## src/rtl/xbar_write_order_tracker_if.sv

```systemverilog
// Handshake bundle between the crossbar AW/W datapath and the write-order tracker.
interface xbar_write_order_tracker_if #(
   parameter int unsigned masters       = 2,
   parameter int unsigned LEN_WIDTH     = 4,
   parameter int unsigned pending_depth = 8
);
   localparam int unsigned MW = $clog2(masters);
   localparam int unsigned CW = $clog2(pending_depth + 1);

   // address-grant side
   logic                 aw_push_valid;
   logic [MW-1:0]        aw_push_master;
   logic [LEN_WIDTH-1:0] aw_push_len;
   logic                 aw_push_ready;

   // write-data steering side
   logic                 w_src_valid;
   logic [MW-1:0]        w_src_master;
   logic                 w_beat_fire;
   logic                 w_beat_last;
   logic                 w_expect_last;

   // status
   logic                 len_error;
   logic [CW-1:0]        outstanding_count;
   logic                 idle;

   // datapath / arbiter side driving the tracker
   modport master (
      output aw_push_valid, aw_push_master, aw_push_len,
      output w_beat_fire, w_beat_last,
      input  aw_push_ready, w_src_valid, w_src_master, w_expect_last,
      input  len_error, outstanding_count, idle
   );

   // tracker side
   modport slave (
      input  aw_push_valid, aw_push_master, aw_push_len,
      input  w_beat_fire, w_beat_last,
      output aw_push_ready, w_src_valid, w_src_master, w_expect_last,
      output len_error, outstanding_count, idle
   );
endinterface

```

## src/rtl/xbar_write_order_tracker.sv

```systemverilog
// Per-slave write-order tracker: remembers granted AW {master, len} in grant
// order and steers W beats from the head master, retiring bursts by beat count.
module xbar_write_order_tracker #(
   parameter int unsigned masters       = 2,
   parameter int unsigned LEN_WIDTH     = 4,
   parameter int unsigned pending_depth = 8
) (
   input logic                     ACLK,
   input logic                     ARESETn,
   xbar_write_order_tracker_if.slave bus
);
   localparam int unsigned MW = $clog2(masters);
   localparam int unsigned CW = $clog2(pending_depth + 1);
   localparam int unsigned PW = $clog2(pending_depth);

   typedef struct packed {
      logic [MW-1:0]        master;
      logic [LEN_WIDTH-1:0] len;
   } entry_t;

   entry_t               mem_q [pending_depth];
   entry_t               mem_d [pending_depth];
   logic [PW-1:0]        rd_ptr_q, rd_ptr_d;
   logic [PW-1:0]        wr_ptr_q, wr_ptr_d;
   logic [CW-1:0]        count_q, count_d;
   logic [LEN_WIDTH-1:0] beat_q, beat_d;
   logic                 len_error_q, len_error_d;

   logic                 empty_c;
   logic                 full_c;
   logic                 expect_last_c;
   entry_t               head_c;
   logic                 push_ok_c;
   logic                 push_drop_c;
   logic                 fire_ok_c;
   logic                 fire_stray_c;
   logic                 pop_c;
   logic                 last_err_c;

   // Occupancy and head decode, all from registered state (no pop->push bypass).
   always_comb begin
      empty_c       = (count_q == '0);
      full_c        = (count_q == CW'(pending_depth));
      head_c        = mem_q[rd_ptr_q];
      expect_last_c = ~empty_c & (beat_q == head_c.len);
      push_ok_c     = bus.aw_push_valid & ~full_c;
      push_drop_c   = bus.aw_push_valid & full_c;
      fire_ok_c     = bus.w_beat_fire & ~empty_c;
      fire_stray_c  = bus.w_beat_fire & empty_c;
      pop_c         = fire_ok_c & expect_last_c;
      last_err_c    = fire_ok_c & (bus.w_beat_last != expect_last_c);
   end

   // Next state: FIFO pointers/count, beat counter, error pulse.
   always_comb begin
      mem_d       = mem_q;
      rd_ptr_d    = rd_ptr_q;
      wr_ptr_d    = wr_ptr_q;
      count_d     = count_q;
      beat_d      = beat_q;
      len_error_d = push_drop_c | fire_stray_c | last_err_c;

      if (push_ok_c) begin
         mem_d[wr_ptr_q] = '{master: bus.aw_push_master, len: bus.aw_push_len};
         wr_ptr_d        = wr_ptr_q + PW'(1);
      end

      // Completion is by count; WLAST only feeds the error check.
      if (pop_c) begin
         rd_ptr_d = rd_ptr_q + PW'(1);
         beat_d   = '0;
      end else if (fire_ok_c) begin
         beat_d = beat_q + LEN_WIDTH'(1);
      end

      count_d = count_q + CW'(push_ok_c) - CW'(pop_c);
   end

   // State registers with asynchronous clear.
   always_ff @(posedge ACLK or negedge ARESETn) begin
      if (!ARESETn) begin
         for (int i = 0; i < int'(pending_depth); i++) begin
            mem_q[i] <= '0;
         end
         rd_ptr_q    <= '0;
         wr_ptr_q    <= '0;
         count_q     <= '0;
         beat_q      <= '0;
         len_error_q <= 1'b0;
      end else begin
         mem_q       <= mem_d;
         rd_ptr_q    <= rd_ptr_d;
         wr_ptr_q    <= wr_ptr_d;
         count_q     <= count_d;
         beat_q      <= beat_d;
         len_error_q <= len_error_d;
      end
   end

   // Outputs; master is forced to 0 when nothing is pending.
   assign bus.aw_push_ready     = ~full_c;
   assign bus.w_src_valid       = ~empty_c;
   assign bus.w_src_master      = empty_c ? '0 : head_c.master;
   assign bus.w_expect_last     = expect_last_c;
   assign bus.len_error         = len_error_q;
   assign bus.outstanding_count = count_q;
   assign bus.idle              = empty_c;
endmodule

```

## src/flat_wrapper.sv

```systemverilog
// flat-port wrapper written by rule: the top's interface ports become plain ports
module xbar_write_order_tracker_flat 
#(
   parameter int unsigned masters       = 2,
   parameter int unsigned LEN_WIDTH     = 4,
   parameter int unsigned pending_depth = 8
)
  (ACLK, ARESETn, bus_aw_push_valid, bus_aw_push_master, bus_aw_push_len, bus_w_beat_fire, bus_w_beat_last, bus_aw_push_ready, bus_w_src_valid, bus_w_src_master, bus_w_expect_last, bus_len_error, bus_outstanding_count, bus_idle);
  xbar_write_order_tracker_if #(.masters(masters), .LEN_WIDTH(LEN_WIDTH), .pending_depth(pending_depth)) bus_i ();
  input logic ACLK;
  input logic ARESETn;
  input wire logic [$bits(bus_i.aw_push_valid)-1:0] bus_aw_push_valid;
  input wire logic [$bits(bus_i.aw_push_master)-1:0] bus_aw_push_master;
  input wire logic [$bits(bus_i.aw_push_len)-1:0] bus_aw_push_len;
  input wire logic [$bits(bus_i.w_beat_fire)-1:0] bus_w_beat_fire;
  input wire logic [$bits(bus_i.w_beat_last)-1:0] bus_w_beat_last;
  output wire logic [$bits(bus_i.aw_push_ready)-1:0] bus_aw_push_ready;
  output wire logic [$bits(bus_i.w_src_valid)-1:0] bus_w_src_valid;
  output wire logic [$bits(bus_i.w_src_master)-1:0] bus_w_src_master;
  output wire logic [$bits(bus_i.w_expect_last)-1:0] bus_w_expect_last;
  output wire logic [$bits(bus_i.len_error)-1:0] bus_len_error;
  output wire logic [$bits(bus_i.outstanding_count)-1:0] bus_outstanding_count;
  output wire logic [$bits(bus_i.idle)-1:0] bus_idle;
  assign bus_i.aw_push_valid = bus_aw_push_valid;
  assign bus_i.aw_push_master = bus_aw_push_master;
  assign bus_i.aw_push_len = bus_aw_push_len;
  assign bus_i.w_beat_fire = bus_w_beat_fire;
  assign bus_i.w_beat_last = bus_w_beat_last;
  assign bus_aw_push_ready = bus_i.aw_push_ready;
  assign bus_w_src_valid = bus_i.w_src_valid;
  assign bus_w_src_master = bus_i.w_src_master;
  assign bus_w_expect_last = bus_i.w_expect_last;
  assign bus_len_error = bus_i.len_error;
  assign bus_outstanding_count = bus_i.outstanding_count;
  assign bus_idle = bus_i.idle;
  xbar_write_order_tracker #(.masters(masters), .LEN_WIDTH(LEN_WIDTH), .pending_depth(pending_depth)) u_core (.ACLK(ACLK), .ARESETn(ARESETn), .bus(bus_i));
endmodule
```

## config.mk

```make
export PLATFORM = sky130hd
export DESIGN_NAME = xbar_write_order_tracker_flat
export DESIGN_NICKNAME = d
export VERILOG_FILES = /design/src/rtl/xbar_write_order_tracker_if.sv /design/src/rtl/xbar_write_order_tracker.sv /design/src/flat_wrapper.sv
export SDC_FILE = /design/constraint.sdc
export NUM_CORES = 1
export LEC_CHECK = 0
export BUFFER_PORTS_ARGS = -buffer_cell sky130_fd_sc_hd__buf_2
export CAP_MARGIN = 20
export CORE_UTILIZATION = 35
export DETAILED_ROUTE_END_ITERATION = 10
export REMOVE_ABC_BUFFERS = 1
export SETUP_SLACK_MARGIN = 0.15
export SLEW_MARGIN = 20
export SYNTH_ARGS = -nofsm -noshare
export SYNTH_HDL_FRONTEND = slang
export SYNTH_SLANG_ARGS = --single-unit
```

## constraint.sdc

```tcl
create_clock -name ACLK -period 9.39 [get_ports ACLK]
set_input_delay 1.878 -clock ACLK [delete_from_list [all_inputs] [get_ports ACLK]]
set_output_delay 1.878 -clock ACLK [all_outputs]
set_load 0.05 [all_outputs]
```

# --- After elaboration in Yosys (flattened, before gate mapping) ---
# Cells that the tools add are included.
# W data, S select, Z words.
totals:
  mem_bits_ro: 0
  ram_bits: 0
  elab_cells: 57
  memories: 0
  reg_bits: 55
  in_bits: 10
  output_inout_bits: 10
  latchBits: 0
classes:
  shift: 0
  multipliers: 0
  n_addsub: 5
  n_mux: 9
  n_eq_ne: 3
  reduce_logical: 3
  bitwise: 13
  div_mod_pow: 0
  order_cmp: 3
ops:
  columns: ["op", "n"]
  rows:
  - ["$bwmux W40", 1]
  - ["$bmux W5 S3", 1]
  - ["$demux W5 S3", 1]
  - ["$mux W5", 3]
  - ["$ge A4 B4 Y1 const B", 2]
  - ["$mux W4", 2]
  - ["$not A3 Y4", 2]
  - ["$and A1 B1 Y1", 7]
  - ["$add A3 B1 Y3 const B", 2]
  - ["$add A4 B1 Y4", 1]
  - ["$add A4 B1 Y4 const B", 1]
  - ["$eq A4 B4 Y1", 1]
  - ["$eq A4 B4 Y1 const B", 1]
  - ["$logic_not A4 Y1", 1]
  - ["$lt A4 B1 Y1 const B", 1]
  - ["$sub A4 B1 Y4", 1]
  - ["$not A1 Y1", 2]
  - ["$or A1 B1 Y1", 2]
  - ["$reduce_bool A2 Y1", 1]
  - ["$logic_and A1 B1 Y1", 1]
  - ["$mux W1", 1]
  - ["$ne A1 B1 Y1", 1]

# --- Logic depth before layout (Yosys ltp) ---
# Gate-level depths: netlist of the first run.
logic_depth:
  depth_word: 9
  mapped_depth: 14
  mapped_depth_nobuf: 14

# --- Worst setup path after synthesis of the first run ---
# No wires, ideal clock.
synth_timing:
  path_type: "register -> output"
  from: "reg u_core.count_q[2], in the netlist u_core.bus.outstanding_count[2]"
  to: "out bus_w_expect_last"
  n_path_buf: 0
  t_arrival_ns: 2.916
  stages_incl_launch_ff: 8
  t_required_ns: 7.512
  slack_ns: 4.596
  path_cell_list: "dfrtp_1 > inv_1 > ha_1 > nand2_1 > inv_1 > and2b_2 > mux2i_1 > nor4_4"
synth_via:
  elab_chain_cells: 3
synth_lines:
  columns: ["item", "line", "rtl"]
  rows:
  - ["start: declaration", "xbar_write_order_tracker.sv:25", "logic [CW-1:0] count_q, count_d;"]
  - ["start signal: assignment", "xbar_write_order_tracker.sv:94", "count_q <= count_d;"]
  - ["$logic_not A4 Y1", "xbar_write_order_tracker.sv:42", "empty_c = (count_q == '0);"]
  - ["$not A1 Y1", null, null]
  - ["named net bus_w_src_valid", "flat_wrapper.sv:18", "output wire logic [$bits(bus_i.w_src_valid)-1:0] bus_w_src_valid;"]
  - ["$and A1 B1 Y1", "xbar_write_order_tracker.sv:45", "expect_last_c = ~empty_c & (beat_q == head_c.len);"]
  - ["end: declaration", "flat_wrapper.sv:20", "output wire logic [$bits(bus_i.w_expect_last)-1:0] bus_w_expect_last;"]
# The timed path passes the listed nets, and every way through them passes these cells.

# --- Final worst setup path of the first run ---
layout_timing:
  from: "reg u_core.rd_ptr_q[2]"
  to: "out bus_w_expect_last"
layout_via:
  elab_chain_cells: 6
layout_lines:
  columns: ["item", "line", "rtl"]
  rows:
  - ["start: declaration", "xbar_write_order_tracker.sv:23", "logic [PW-1:0] rd_ptr_q, rd_ptr_d;"]
  - ["start signal: assignment", "xbar_write_order_tracker.sv:92", "rd_ptr_q <= rd_ptr_d;"]
  - ["$not A3 Y4 (implied by the code)", "xbar_write_order_tracker.sv:44", "head_c = mem_q[rd_ptr_q];"]
  - ["$bmux W5 S3", "xbar_write_order_tracker.sv:44", null]
  - ["$mux W5 (implied by the code) (2 in a row)", "xbar_write_order_tracker.sv:44", null]
  - ["$eq A4 B4 Y1", "xbar_write_order_tracker.sv:45", null]
  - ["$and A1 B1 Y1", "xbar_write_order_tracker.sv:45", null]
# Every way passes these cells. The select of a mux whose other input is x is not followed.

==> impl_metrics.csv, run 1 <==
group,metric,value,unit
run,drv_cap,0,
final_layout,final_nets,237,
sta,setup_viol,0,
synth,syn_avg_cell_area,14.0,sq um
clock_tree,clkSinkCount,55,
route,totalWireLength,5050,um
setup_path,ff2ff_path_depth,11,
clock_tree,cts.repair.resized,0,
setup_path,start_kind,"flip-flop",
synth,ys_seq_area_share,50.3,%
sta,rsz0062_at_grt,"false",
die,dieArea,8180,sq um
final_layout,fillers,689,
route,drc,0,
power_and_ir_drop,p_sw,0.434,mW
global_routing,grt.total_usage,13.5,%
sta,relSlewSlack,45.6,%
route,drt-pass1-iter-count,4,
placement,io_buffers,19,
final_layout,mostFrequentLayoutCells,"dfrtp_1 (55), mux2_2 (40), buf_2 (19)",
min_path,hold_class,"reg -> reg",
route,wire_per_inst,15.9,um
outcome,status,"completed",
synth,ys_warn_count,0,
synth,synth_cell_types,32,
clock_tree,cts_root_buf,"clkbuf_8",
power_and_ir_drop,p_clk_share,12.1,%
sta,finalCritPeriodShare,49.9,%
global_routing,grt_pass1_wl,8480,um
sta,fin_setup_tns,0,ps
placement,gp_congestion,0.722,
power_and_ir_drop,seq_power_share,42.1,%
sta,fin_skew,12.2,ps
sta,fin_ws,4700,ps
clock_tree,insertion_delay,320,ps
sta,period_needed,4690,ps
min_path,hold_start,"u_core.mem_q[9]$_DFFE_PN0P_",
sta,slew_viol_final,0,
synth,synth-edff-count,0,
setup_path,critPathRequiredTime,7510,ps
clock_tree,cts_htree_levels,2,
route,avgViaCountPerCell,4.98,
die,fp.coreArea,7410,sq um
synth,yosys_register_bits,55,
sta,tightestPinTransition,813,ps
clock_tree,cts_tree,"done",
global_routing,grt_start_max_net_pins,56,
sta,max_freq,213,MHz
clock_tree,post_cts_buffers,0,
synth,synth-async-reset-ratio,100,%
route,vias,1580,
power_and_ir_drop,power,1.10,mW
final_layout,n_antenna_cell,0,
global_routing,grt_pass1_vias,1640,
global_routing,antenna_found_initial,0,
clock_tree,holdBufCountCts,0,
final_layout,syn_to_final_growth,9.60,%
synth,synth_area,2740,sq um
final_layout,layout-drive-gt1-share,35.8,%
power_and_ir_drop,p_leak,1.33,nW
setup_path,r2r-end,"u_core.bus.outstanding_count[2]$_DFF_PN0_",
clock_tree,clockBufferDepth,2,
synth,ys.flop_type,"dfrtp_1",
die,num_rows,31,
power_and_ir_drop,p_per_area,366,nW/um^2
die,die_h,90.4,um
sta,hold_viol,0,
die,fp.dieW,90.4,um
placement,dp.final_hpwl,3560,um
route,ant_nets,0,
setup_path,cp.arrival,2810,ps
min_path,whs_path_depth,1,
power_and_ir_drop,swShare,39.5,%
setup_path,r2r-start,"u_core.rd_ptr_q[2]$_DFFE_PN0N_",
sta,fin_hold_ws,512,ps
global_routing,grt_overflow,0,
setup_path,critical_path_class,"reg -> out",
placement,dp_worst_setup_slack,5010,ps
clock_tree,numCtsBuffers,5,
power_and_ir_drop,p_int,0.665,mW
final_layout,final_cell_area,3000,sq um
power_and_ir_drop,combPwrFrac,45.8,%
setup_path,cp-end-kind,"output pin",
synth,synth_cells,196,
min_path,min_delay_worst_endpoint,"u_core.mem_q[9]$_DFFE_PN0P_",
clock_tree,clk_pin_slew,100,ps
setup_path,r2r_setup_slack,5850,ps
die,boundaryPins,20,
die,start_util,37.0,%
power_and_ir_drop,vdd_drop_max,0.0847,mV
final_layout,layout_commonest_cell,"dfrtp_1",
route,drtIter0Drc,62,
setup_path,critPathMaxFanout,14,
placement,placed_cell_area,2910,sq um
[per-stage QoR]
stage               util (%)  cells
floorplan                  -    189
global placement        39.3    309
detailed placement      39.3    309
CTS                     40.5    317
global route            40.5    317
finish                  40.5    317
[power groups by stage]
stage / clock network, mW / logic [mW] / registers (mW)
6_report: 0.133 / 0.503 / 0.462
5_1_grt: 0.145 / 0.554 / 0.482
4_1_cts: 0.135 / 0.513 / 0.464
3_5_place_dp: 0 / 0.511 / 0.470
3_3_place_gp: 0 / 0.496 / 0.468
2_1_floorplan: 0 / 0.385 / 0.470
[logic make-up after synthesis]
kind of cell	Yosys count	synth area share, %
AO/OA/AOI/OAI	9	2.10
buffers and inverters	18	3.88
adder cells (fa/ha/maj)	10	4.84
multiplexers	61	28.5
flip-flops	55	50.3
XOR/XNOR	10	3.20
AND/OR/NAND/NOR	33	7.18
[cell usage after synthesis (3+ instances only)]
library cell / n / area share (%)
buf_6: 3 / 1.2
clkbuf_1: 3 / 0.41
dfrtp_1: 55 / 50
ha_1: 9 / 4.1
inv_1: 11 / 1.5
mux2_2: 40 / 16
mux2i_1: 12 / 4.4
mux4_1: 4 / 3.8
mux4_2: 4 / 3.3
nand2_1: 11 / 1.5
nand3_1: 3 / 0.55
nor2_1: 5 / 0.69
nor4b_1: 3 / 0.96
xnor2_1: 8 / 2.6
[sequential cells by signal, summed over array words and instances (netlist names)]
name	count
u_core.bus.len_error	1
u_core.bus.outstanding_count	4
u_core.mem_q	40
u_core.rd_ptr_q	3
u_core.beat_q	4
u_core.wr_ptr_q	3
[worst max path at each step]
stage,from,to,cells past startpoint
floorplan,u_core.bus.outstanding_count[2]$_DFF_PN0_,bus_w_expect_last,7
global placement,u_core.rd_ptr_q[2]$_DFFE_PN0N_,bus_w_expect_last,5
detailed placement,u_core.rd_ptr_q[2]$_DFFE_PN0N_,bus_w_expect_last,5
CTS,u_core.rd_ptr_q[2]$_DFFE_PN0N_,bus_w_expect_last,5
global route,u_core.rd_ptr_q[2]$_DFFE_PN0N_,bus_w_expect_last,5
finish,u_core.rd_ptr_q[2]$_DFFE_PN0N_,bus_w_expect_last,5
[cell type report]
class / instances / area [sq um] / area share, %
Sequential cell: 55 / 1380 / 45.9
Clock inverter: 3 / 18.8 / 0.626
Tap cell: 99 / 124 / 4.13
Multi-Input combinational cell: 123 / 1260 / 42.0
Clock buffer: 5 / 68.8 / 2.29
Timing Repair Buffer: 21 / 110 / 3.67
Inverter: 11 / 41.3 / 1.38
[layer usage]
| layer | vias up | global-route usage [%] | share of wire, % |
|---|---|---|---|
| li1 | 752 | - | - |
| met1 | 797 | 18.9 | 52 |
| met2 | 23 | 20.7 | 44 |
| met3 | 8 | 2.61 | 2.3 |
| met4 | 0 | 4.84 | 1.5 |
| met5 | - | 0 | 0 |
[worst max-delay path, cell delays in order, from the launching register on]
cell,delay (ps)
dfrtp_1,780
mux2i_1,150
mux4_1,560
xnor2_1,180
nor4_4,470
buf_2,360
Note: power is estimated with default switching activity, not from simulation.
==> run 2: changes to the inputs <==
clock period = 4.4 ns   (was 9.39 ns; I/O delays follow)
==> impl_metrics.csv, run 2 (same netlist as run 1, synthesis figures left out) <==
group,metric,value,unit
setup_path,cp-end-kind,"output pin",
min_path,hold_start,"u_core.mem_q[14]$_DFFE_PN0P_",
final_layout,final_cells,316,
route,drc,0,
sta,fin_hold_ws,507,ps
final_layout,n_antenna_cell,0,
setup_path,start_kind,"flip-flop",
placement,io_buffers,19,
sta,relSlewSlack,44.3,%
power_and_ir_drop,p_per_area,781,nW/um^2
final_layout,regArea,1380,sq um
sta,finalCritPeriodShare,85.0,%
setup_path,r2r_setup_slack,790,ps
setup_path,cpPeakStageDelay,810,ps
power_and_ir_drop,vdd_drop_max,0.274,mV
final_layout,multiInputGateArea,1260,sq um
sta,rsz0062_at_grt,"false",
min_path,whs_path_depth,1,
clock_tree,clkSinkCount,55,
die,start_util,37.0,%
power_and_ir_drop,power,2.34,mW
outcome,status,"completed",
placement,gp_congestion,0.736,
sta,max_freq,267,MHz
setup_path,critPathRequiredTime,3520,ps
global_routing,grt.total_usage,13.6,%
setup_path,critPathMaxFanout,14,
placement,dp.cells,309,
sta,fin_setup_tns,0,ps
die,die_h,90.4,um
die,fp.dieW,90.4,um
setup_path,r2r-end,"u_core.bus.outstanding_count[2]$_DFF_PN0_",
final_layout,layout-drive-gt1-share,35.5,%
clock_tree,post_cts_buffers,0,
sta,slew_viol_final,0,
die,num_rows,31,
route,drtIter0Drc,144,
power_and_ir_drop,p_leak,1.33,nW
setup_path,critical_path_class,"reg -> out",
global_routing,grt_overflow,0,
final_layout,regMostFlops,"u_core.mem_q",
clock_tree,cts_htree_levels,2,
clock_tree,insertion_delay,310,ps
route,vias,1560,
setup_path,r2r-start,"u_core.rd_ptr_q[2]$_DFFE_PN0N_",
die,fp.coreArea,7410,sq um
run,drv_cap,0,
sta,hold_viol,0,
placement,dp.final_hpwl,3390,um
route,drt-pass1-iter-count,4,
sta,period_needed,3740,ps
clock_tree,holdBufCountCts,0,
sta,fin_skew,7.81,ps
clock_tree,cts_tree,"done",
setup_path,cp_cell_sequence,"mux2i_1 > mux4_1 > xnor2_1 > nor4_4 > buf_2",
final_layout,syn_to_final_growth,9.60,%
sta,setup_viol,0,
final_layout,layout_commonest_cell,"dfrtp_1",
final_layout,final_nets,237,
final_layout,final_util,40.5,%
global_routing,antenna_found_initial,0,
setup_path,ff2ff_path_depth,11,
die,boundaryPins,20,
global_routing,grt_pass1_vias,1597,
route,wire_per_inst,15.7,um
clock_tree,numCtsBuffers,5,
clock_tree,clockBufferDepth,2,
min_path,hold_class,"reg -> reg",
final_layout,mostFrequentLayoutCells,"dfrtp_1 (55), mux2_2 (40), buf_2 (19)",
route,ant_nets,0,
die,dieArea,8180,sq um
clock_tree,clk_pin_slew,90,ps
final_layout,largest_register_ffs,40,
final_layout,fillers,707,
route,avgViaCountPerCell,4.94,
global_routing,grt_start_max_net_pins,56,
clock_tree,cts_root_buf,"clkbuf_8",
setup_path,cp_slowest_cell,"dfrtp_1",
global_routing,grt_pass1_wl,8480,um
clock_tree,cts.repair.resized,0,
sta,tightestPinTransition,833,ps
min_path,min_delay_worst_endpoint,"u_core.mem_q[14]$_DFFE_PN0P_",
setup_path,cp.arrival,2860,ps
route,totalWireLength,4950,um
==> run 2: area by class of cell <==
cell class	instances	area share, %
Timing Repair Buffer	21	3.67
Clock buffer	6	2.75
Sequential cell	55	45.9
Tap cell	99	4.13
Inverter	11	1.38
Multi-Input combinational cell	123	42.0
Clock inverter	1	0.167
==> run 2: metal layers <==
metal | share of wire [%] | global-route usage [%] | wire length (um)
met5 | 0 | 0 | 0
met4 | 1.3 | 4.84 | 64
met3 | 4.1 | 3.11 | 205
met2 | 45 | 20.4 | 2230
met1 | 49 | 19.3 | 2450
==> run 2: worst max-delay path by stage <==
stage	from	to	slack, ps	cells after the start
CTS	u_core.rd_ptr_q[1]$_DFFE_PN0N_	bus_w_expect_last	630	5
global placement	u_core.rd_ptr_q[2]$_DFFE_PN0N_	u_core.bus.outstanding_count[2]$_DFF_PN0_	910	11
floorplan	u_core.bus.outstanding_count[2]$_DFF_PN0_	u_core.bus.outstanding_count[2]$_DFF_PN0_	80	14
global route	u_core.rd_ptr_q[1]$_DFFE_PN0N_	bus_w_expect_last	430	5
detailed placement	u_core.rd_ptr_q[1]$_DFFE_PN0N_	u_core.bus.outstanding_count[2]$_DFF_PN0_	790	11
finish	u_core.rd_ptr_q[2]$_DFFE_PN0N_	bus_w_expect_last	660	5
==> run 2: critical path: cells and delay by family (launching register included) <==
| family | cells | cell delay, ps |
|---|---|---|
| mux | 2 | 730 |
| buf+inv | 1 | 360 |
| xor+xnor | 1 | 180 |
| flops | 1 | 810 |
| simple gates | 1 | 470 |
==> run 2: where the power goes <==
| group | switching [mW] | internal, mW |
|---|---|---|
| Combinational | 0.538 | 0.548 |
| Clock | 0.157 | 0.124 |
| Sequential | 0.217 | 0.759 |
==> run 2: stage by stage <==
step / area (sq um) / worst slack (ps)
after floorplan: 2670 / 77.4
after global placement: 2910 / 911
after detailed placement: 2910 / 787
after CTS: 3000 / 626
after global routing: 3000 / 435
final: 3000 / 659
==> run 3: changes to the inputs <==
PLACE_DENSITY_LB_ADDON = 0.15   (was not set)
==> impl_metrics.csv, run 3 (same netlist as run 1, synthesis figures left out) <==
group,metric,value,unit
final_layout,layout_commonest_cell,"dfrtp_1",
die,die_h,90.4,um
clock_tree,cts.repair.resized,0,
global_routing,grt_overflow,0,
route,ant_nets,0,
die,boundaryPins,20,
global_routing,grt_pass1_wl,9180,um
min_path,whs_path_depth,1,
setup_path,r2r-end,"u_core.bus.outstanding_count[1]$_DFF_PN0_",
sta,hold_viol,0,
power_and_ir_drop,p_leak,1.34,nW
setup_path,critPathRequiredTime,3520,ps
global_routing,grt_pass1_vias,1614,
clock_tree,cts_tree,"done",
route,wl_met2,2360,um
placement,dp.final_hpwl,3620,um
sta,tightestPinTransition,836,ps
clock_tree,clkSinkCount,55,
die,num_rows,31,
clock_tree,holdBufCountCts,0,
sta,fin_skew,10.8,ps
final_layout,fillers,732,
power_and_ir_drop,swShare,39.2,%
setup_path,critical_path_class,"reg -> out",
min_path,hold_start,"u_core.mem_q[34]$_DFFE_PN0P_",
power_and_ir_drop,p_sw,0.931,mW
final_layout,syn_to_final_growth,10.3,%
sta,max_freq,263,MHz
setup_path,r2r-start,"u_core.rd_ptr_q[2]$_DFFE_PN0N_",
route,wire_per_inst,16.6,um
clock_tree,clk_pin_slew,100,ps
outcome,status,"completed",
route,drtIter0Drc,103,
setup_path,cp_slowest_cell,"dfrtp_1",
route,dr.max_layer_used,"met4",
sta,fin_ws,591,ps
setup_path,crit_family,"flip-flops",
placement,dp_worst_setup_slack,729,ps
final_layout,final_util,40.8,%
route,drc,0,
die,dieArea,8180,sq um
final_layout,layout-drive-gt1-share,36.1,%
final_layout,multiInputGateArea,1260,sq um
setup_path,cp-end-kind,"output pin",
power_and_ir_drop,seq_power_share,40.5,%
sta,period_needed,3810,ps
final_layout,largest_register_ffs,40,
min_path,min_delay_worst_endpoint,"u_core.mem_q[34]$_DFFE_PN0P_",
route,drt-pass1-iter-count,4,
power_and_ir_drop,p_clk_share,12.9,%
power_and_ir_drop,combPwrFrac,46.5,%
setup_path,r2r_setup_slack,750,ps
final_layout,final_nets,238,
route,drt-met1-wl,2720,um
route,avgViaCountPerCell,4.97,
clock_tree,cts_root_buf,"clkbuf_8",
setup_path,ff2ff_path_depth,11,
final_layout,regArea,1380,sq um
global_routing,grt_start_max_net_pins,36,
setup_path,cp.arrival,2930,ps
clock_tree,clockBufferDepth,2,
route,totalWireLength,5290,um
clock_tree,cts_htree_levels,2,
final_layout,mostFrequentLayoutCells,"dfrtp_1 (55), mux2_2 (40), buf_2 (19)",
setup_path,cp_cell_sequence,"mux2i_1 > mux4_1 > xnor2_1 > nor4_4 > buf_2",
clock_tree,insertion_delay,320,ps
setup_path,cpPeakStageDelay,860,ps
route,vias,1580,
global_routing,antenna_found_initial,0,
sta,setup_viol,0,
route,wl_met3,133,um
power_and_ir_drop,vdd_drop_max,0.184,mV
clock_tree,post_cts_buffers,0,
final_layout,regMostFlops,"u_core.mem_q",
sta,rsz0062_at_grt,"false",
sta,relSlewSlack,44.3,%
min_path,hold_class,"reg -> reg",
sta,slew_viol_final,0,
setup_path,path_buf_inv,1,
final_layout,n_antenna_cell,0,
die,fp.dieW,90.4,um
power_and_ir_drop,p_per_area,786,nW/um^2
setup_path,critPathMaxFanout,14,
sta,finalCritPeriodShare,86.6,%
setup_path,start_kind,"flip-flop",
sta,fin_hold_ws,504,ps
power_and_ir_drop,power,2.37,mW
die,fp.coreArea,7410,sq um
sta,fin_setup_tns,0,ps
placement,io_buffers,19,
global_routing,grt.total_usage,14.6,%
clock_tree,numCtsBuffers,5,
die,start_util,37.0,%
run,drv_cap,0,
power_and_ir_drop,p_int,1.44,mW
placement,gp_congestion,0.675,
-- run 3: changes by cell type in the layout (fill, tap and decap cells not counted) --
cell and change:
buf_4 +1, clkinvlp_4 +1, clkinv_2 -1, clkinv_4 +1
-- run 3: worst max-delay path by stage --
| stage | start | to | slack [ps] | cells past startpoint |
|---|---|---|---|---|
| after floorplan | u_core.bus.outstanding_count[2]$_DFF_PN0_ | u_core.bus.outstanding_count[2]$_DFF_PN0_ | 80 | 14 |
| after global placement | u_core.rd_ptr_q[2]$_DFFE_PN0N_ | u_core.bus.outstanding_count[1]$_DFF_PN0_ | 750 | 11 |
| after detailed placement | u_core.rd_ptr_q[2]$_DFFE_PN0N_ | u_core.bus.outstanding_count[1]$_DFF_PN0_ | 730 | 11 |
| after CTS | u_core.rd_ptr_q[2]$_DFFE_PN0N_ | bus_w_expect_last | 540 | 5 |
| after global routing | u_core.rd_ptr_q[2]$_DFFE_PN0N_ | bus_w_expect_last | 430 | 5 |
| final | u_core.rd_ptr_q[2]$_DFFE_PN0N_ | bus_w_expect_last | 590 | 5 |
-- run 3: final cells by class --
cell class / count / share of cell area (%)
Clock buffer: 6 / 2.74
Clock inverter: 2 / 0.539
Inverter: 11 / 1.37
Multi-Input combinational cell: 123 / 41.8
Sequential cell: 55 / 45.6
Tap cell: 99 / 4.10
Timing Repair Buffer: 22 / 3.90
-- run 3: power groups by stage --
stage / Clock [mW] / Combinational, mW / Sequential [mW]
global placement: 0 / 1.11 / 0.978
finish: 0.307 / 1.10 / 0.961
global route: 0.333 / 1.22 / 1.01
CTS: 0.317 / 1.12 / 0.966
floorplan: 0 / 0.822 / 1.00
detailed placement: 0 / 1.12 / 0.976
-- run 3: per-stage QoR --
step	area, sq um	instances
floorplan	2670	189
global placement	2920	310
global route	3020	318
CTS	3020	318
finish	3020	318
detailed placement	2920	310
-- run 3: per-layer routing --
layer,up-vias,GRT usage (%)
li1,751,-
met1,803,20.9
met2,19,22.3
met3,7,2.78
met4,0,4.44
met5,-,0
